===== config.mk =====
export PLATFORM = sky130hd
export DESIGN_NAME = keyboard_event_queue
export DESIGN_NICKNAME = d
export VERILOG_FILES = /design/src/rtl/keyboard_event_queue.sv
export SDC_FILE = /design/constraint.sdc
export NUM_CORES = 1
export LEC_CHECK = 0
export CORE_ASPECT_RATIO = 0.6
export CORE_UTILIZATION = 45
export CTS_BUF_LIST = sky130_fd_sc_hd__clkbuf_2 sky130_fd_sc_hd__clkbuf_4 sky130_fd_sc_hd__clkbuf_8
export DETAILED_ROUTE_END_ITERATION = 10
export PLACE_DENSITY = 0.62
export SETUP_SLACK_MARGIN = 0.3
export SLEW_MARGIN = 0
export SYNTH_ARGS = -nofsm -noshare
export SYNTH_HDL_FRONTEND = slang
export SYNTH_SLANG_ARGS = --single-unit

===== constraint.sdc =====
create_clock -name clk_sys -period 3.8 [get_ports clk_sys]
set_input_delay 0.38 -clock clk_sys [delete_from_list [all_inputs] [get_ports clk_sys]]
set_output_delay 0.38 -clock clk_sys [all_outputs]
set_load 0.02 [all_outputs]

===== src/rtl/keyboard_event_queue.sv =====
// ---------------------------------------------------------------------------
// keyboard_event_queue
//
// Turns the toggle-strobe PS/2 key bus from hps_io into discrete events and
// queues them in a small first-word-fall-through FIFO that the CPU drains
// through its I/O port decoder. A burst of keystrokes therefore is not lost
// when it arrives faster than the CPU polls.
//
// Pipeline: a toggle on ps2_key[10] is detected and its payload is captured
// at edge N. The entry is written at edge N+1.
//
// Optional feature macro: KEYQ_REPEAT_FILTER_EN
//   defined   - A 512-bit held-key map drops typematic repeats. This is a
//               press of a key that is already held. Releases are always
//               queued.
//   undefined - Every event is queued.
//
// Ports:
//   clk_sys   in   system clock, rising edge
//   reset     in   synchronous active-high reset
//   ps2_key   in   [10] toggle strobe, [9] pressed, [8] extended, [7:0] scancode
//   rd_pop    in   pop head entry (ignored when empty)
//   flush     in   discard all queued entries
//   ovf_clr   in   clear sticky overflow
//   rd_data   out  head entry {pressed, extended, scancode}, 0 when empty
//   empty     out  no entries queued
//   count     out  number of queued entries
//   overflow  out  sticky: an event was dropped on a full queue
// ---------------------------------------------------------------------------
module keyboard_event_queue #(
  parameter int DEPTH_LOG2 = 4
) (
  input  logic                  clk_sys,
  input  logic                  reset,
  input  logic [10:0]           ps2_key,
  input  logic                  rd_pop,
  input  logic                  flush,
  input  logic                  ovf_clr,
  output logic [9:0]            rd_data,
  output logic                  empty,
  output logic [DEPTH_LOG2:0]   count,
  output logic                  overflow
);

  localparam int                DEPTH = 1 << DEPTH_LOG2;
  localparam logic [DEPTH_LOG2:0] FULL = (DEPTH_LOG2 + 1)'(DEPTH);

  logic                  tog_q;
  logic                  ev_q;      // event detected at the previous edge
  logic [9:0]            ev_data;   // payload captured with that event
  logic [9:0]            mem [DEPTH];
  logic [DEPTH_LOG2-1:0] wp;
  logic [DEPTH_LOG2-1:0] rp;

  logic push_req;
  logic push_ok;
  logic pop_ok;
  logic drop;

`ifdef KEYQ_REPEAT_FILTER_EN
  logic [511:0] held;
  logic [8:0]   key_idx;

  assign key_idx  = ev_data[8:0];
  // A press of a key that is already held is a typematic repeat. It is
  // discarded silently and does not count as an overflow.
  assign push_req = ev_q && !(ev_data[9] && held[key_idx]);

  // The map follows every event, even when the push is dropped because the
  // queue is full. Only reset clears the map; a flush leaves it intact.
  always_ff @(posedge clk_sys) begin
    if (reset)
      held <= '0;
    else if (ev_q)
      held[key_idx] <= ev_data[9];
  end
`else
  assign push_req = ev_q;
`endif

  assign pop_ok  = rd_pop && (count != '0);
  // When the queue is full, a push is still accepted if a pop frees a slot
  // at the same edge.
  assign push_ok = push_req && ((count != FULL) || pop_ok);
  assign drop    = push_req && !push_ok && !flush;

  always_ff @(posedge clk_sys) begin
    if (reset) begin
      // Loading the current strobe level means that releasing reset does
      // not create an event.
      tog_q    <= ps2_key[10];
      ev_q     <= 1'b0;
      ev_data  <= '0;
      wp       <= '0;
      rp       <= '0;
      count    <= '0;
      overflow <= 1'b0;
    end else begin
      tog_q   <= ps2_key[10];
      // An event that is detected together with a flush is discarded along
      // with the queue contents.
      ev_q    <= (ps2_key[10] != tog_q) && !flush;
      ev_data <= ps2_key[9:0];

      if (flush) begin
        wp    <= '0;
        rp    <= '0;
        count <= '0;
      end else begin
        if (push_ok) wp <= wp + 1'b1;
        if (pop_ok)  rp <= rp + 1'b1;
        unique case ({push_ok, pop_ok})
          2'b10:   count <= count + 1'b1;
          2'b01:   count <= count - 1'b1;
          default: count <= count;
        endcase
      end

      // If an event is dropped at the same edge as ovf_clr, the set wins.
      if (drop)
        overflow <= 1'b1;
      else if (ovf_clr)
        overflow <= 1'b0;
    end
  end

  // NOTE: the storage array has no reset. Entries are only visible through
  // count/rp, so stale contents are harmless, and leaving the array without
  // a reset lets it map onto RAM-style cells.
  always_ff @(posedge clk_sys) begin
    if (!reset && !flush && push_ok)
      mem[wp] <= ev_data;
  end

  assign empty   = (count == '0);
  assign rd_data = empty ? '0 : mem[rp];

endmodule


==> key figures <==
Global route
  • Gr ovfl total: 0
  • Initial antenna violation count: 0
  • Total GRT Usage: 0.194
  • Vias in the first global route: 3795
  • Global-route wire length before repair: 23300 um
  • Largest net degree at the start of global routing: 26

Worst setup path
  • Bufs and invs on worst path: 2
  • Worst Setup End Kind: primary output
  • Reg2Reg Depth: 8
  • FF-to-FF Start: count[3]$_SDFFE_PP0P_
  • Crit path DAT: 2.91 ns
  • R2R Path End: count[4]$_SDFFE_PP0P_
  • WP data required: 3.42 ns
  • Critical path launch point type: flip-flop
  • Worst path slowest cell: dfxtp_2
  • Cell chain of the critical path: buf_12 > mux4_2 > mux2i_1 > a211oi_1 > clkdlybuf4s50_1
  • Top delay family on crit path: buffers and inverters
  • R2R Setup Slk: 1.06 ns
  • Crit Path Max Fanout: 25
  • CP max stage delay: 0.64 ns
  • Setup CP Type: reg2out

CTS
  • Cts hold-fix bufs: 0
  • Longest Clk Path Bufs: 2
  • Post-CTS Setup Bufs: 0
  • CTS clk-pin slew, worst paths: 0.10 ns
  • Total CTS buffers: 17
  • Root cell of the clock tree: clkbuf_8
  • Clock sinks: 190
  • Clock Latency Late Sink: 0.46 ns
  • Maximum level of the CTS H-tree: 4
  • TritonCTS clock tree: built

Final layout
  • Antenna fix cells: 0
  • Core Util, Final: 0.525
  • FF/Latch Area: 0.00541 mm2
  • Multi-input gate area: 0.00195 mm2
  • Layout area overhead: 14.0%
  • NumNets Final: 485
  • Final Non-Filler Cells: 701
  • Layout cells sized above 1: 0.216
  • Fillers: 1316

Timing
  • Final hold vios: 0
  • Sum Neg Setup Slack: 0 ns
  • Worst Tran Pin Value: 1.03 ns
  • Final Critical Period: 3.29 ns
  • RSZ-0062 raised after global routing: false
  • Max-slew violation count: 0
  • Max Freq: 304 MHz
  • Max_slew headroom: 0.313
  • Setup ws final: 0.513 ns
  • Skew final: 0.0130 ns
  • Fin crit share: 0.865
  • Final setup fails: 0

Synth
  • Most frequent cell after synthesis: edfxtp_1
  • Avg Cell Area, Syn: 18.3 um2
  • Post-synthesis adder-cell area fraction: 0.0161
  • Post-synthesis cell area: 0.00748 mm2
  • Mux contribution to synthesized area: 0.141
  • Largest family of logic cells by synthesized area: multiplexers
  • Async SR Flop Fraction: 0
  • Synth unique cells: 43
  • Fraction of the mapped netlist area in compound gates: 0.0388
  • Simple-gate share of the synthesized area: 0.0587
  • EDFF count, synth: 160
  • Synth Area in XOR/XNOR: 0.00702
  • Seq cells post-synth: 190
  • Post-Syn Nets: 434
  • Share of the synthesized area in the top cell type: 0.642
  • Register area share after synthesis: 0.722
  • Yosys warnings: 0
  • Synth Flop Type: edfxtp_1
  • Synth Instances: 409
  • Yosys top cell by area: edfxtp_1
  • Commonest cells in the synthesized netlist: 160 x edfxtp_1, 40 x mux4_2, 33 x nor2_1
  • Largest cells by area after synthesis: edfxtp_1 64%, mux4_2 12%, dfxtp_1 8.0%

Die
  • Die width: 168 um
  • I/O Pins: 33
  • Die height: 102 um
  • Cell row count: 36
  • Initial Util: 0.460
  • Core area: 0.0163 mm2
  • Die area: 0.0172 mm2

Drt
  • Via count: 3806
  • Vias/cell: 5.43
  • Remaining DRCs: 0
  • Initial DRC count: 341
  • Drt pass-1 iters: 5
  • Final wirelength: 15300 um
  • Number of routed nets with antenna violations: 0
  • Drt wl/cell: 21.8 um

Pwr
  • PD cells: 435 mW/mm2
  • Leak: 2.72 nW
  • VDD IR max: 235 uV
  • Power, Total: 3.71 mW

Status
  • Status: finished clean

Min path
  • Hold Path Class: in2reg
  • Min-delay src: ps2_key[10]
  • Hold Path Sink: tog_q$_DFF_P_
  • Hold Path Depth: 1

Place
  • Gpl congestion: 0.792
  • Setup WS pre-CTS: 0.616 ns
  • Placed Cells: 669
  • Detailed Place HPWL: 10000 um
  • I/O Buffers: 32

Run
  • Max-cap check violation count: 0
placed cells by master, fill, tap and decap left out, types with 14 or more instances in the layout:
cell / instances
clkdlybuf4s50_1: 32
clkbuf_8: 17
nor2_1: 33
nor2b_1: 23
mux4_2: 40
buf_4: 18
edfxtp_1: 160
dfxtp_1: 27
a211oi_1: 21
mux2i_1: 14
what timing repair did:
item | in CTS | in global routing
hold endpoints to repair | 0 | 0
setup endpoints to repair | 4 | 4
resized for setup | 1 | 2
worst max path at each step:
stage                                     start                     to  slack (ns)  cells after the start
final                                 flip-flop             rd_data[4]        0.51                      5
after global routing                  flip-flop             rd_data[9]        0.37                      5
after CTS                             flip-flop             rd_data[1]        0.34                      5
after detailed placement                  reset    mem[3][5]$_DFFE_PP_        0.62                      4
after global placement                    reset    mem[3][0]$_DFFE_PP_        0.67                      4
after floorplan           count[2]$_SDFFE_PP0P_  count[4]$_SDFFE_PP0P_        1.42                      9
state kept, by name, summed over array words and instances, names as in the netlist, named ones only:
name,cells
mem,160
ev_q,1
tog_q,1
ev_data,10
rp,4
overflow,1
count,5
wp,4
layout make-up:
cell class,count,area share
clock buffer,18,0.0283
clock inverter,14,0.0163
inverter,4,0.00176
multi-input combinational,195,0.229
sequential,190,0.634
tap,228,0.0334
timing repair buffer,52,0.0570
report_power, final:
group	switching, mW	leakage, nW	total [mW]	internal [mW]
sequential	0.0396	1.74	2.30	2.26
combinational	0.0729	0.785	0.139	0.0662
clock	0.773	0.199	1.27	0.499
per-stage QoR:
stage          area (um2)  hold slack (ns)
4_1_cts              8530            0.401
6_report             8530            0.420
3_3_place_gp         8150            0.475
2_1_floorplan        7480            0.408
5_1_grt              8530            0.409
3_5_place_dp         8150            0.481
logic make-up after synthesis:
| logic type | count (synthesis) |
|---|---|
| flip-flops | 190 |
| multiplexers | 55 |
| AND/OR/NAND/NOR | 86 |
| buffers and inverters | 24 |
| XOR/XNOR | 6 |
| adder cells (fa/ha/maj) | 9 |
| AO/OA/AOI/OAI | 39 |
routing by layer:
layer,wire [um],share of wire,track usage,up-vias
met3,1170,0.076,0.0546,10
met4,65,0.0042,0.0336,0
met1,7800,0.51,0.304,1929
met2,6280,0.41,0.273,147
met5,0,0,0,-
li1,-,-,-,1720
worst reg2reg max path, delay by kind of cell, from the launching register on:
| kind | cells | cell delay, ns |
|---|---|---|
| buffers and inverters | 1 | 0.17 |
| AOI/OAI and AO/OA | 3 | 0.65 |
| adders and majority gates | 1 | 0.37 |
| muxes | 1 | 0.20 |
| and+or+nand+nor | 2 | 0.86 |
| DFF | 1 | 0.38 |
No activity file was read; power rests on OpenSTA's default activity.
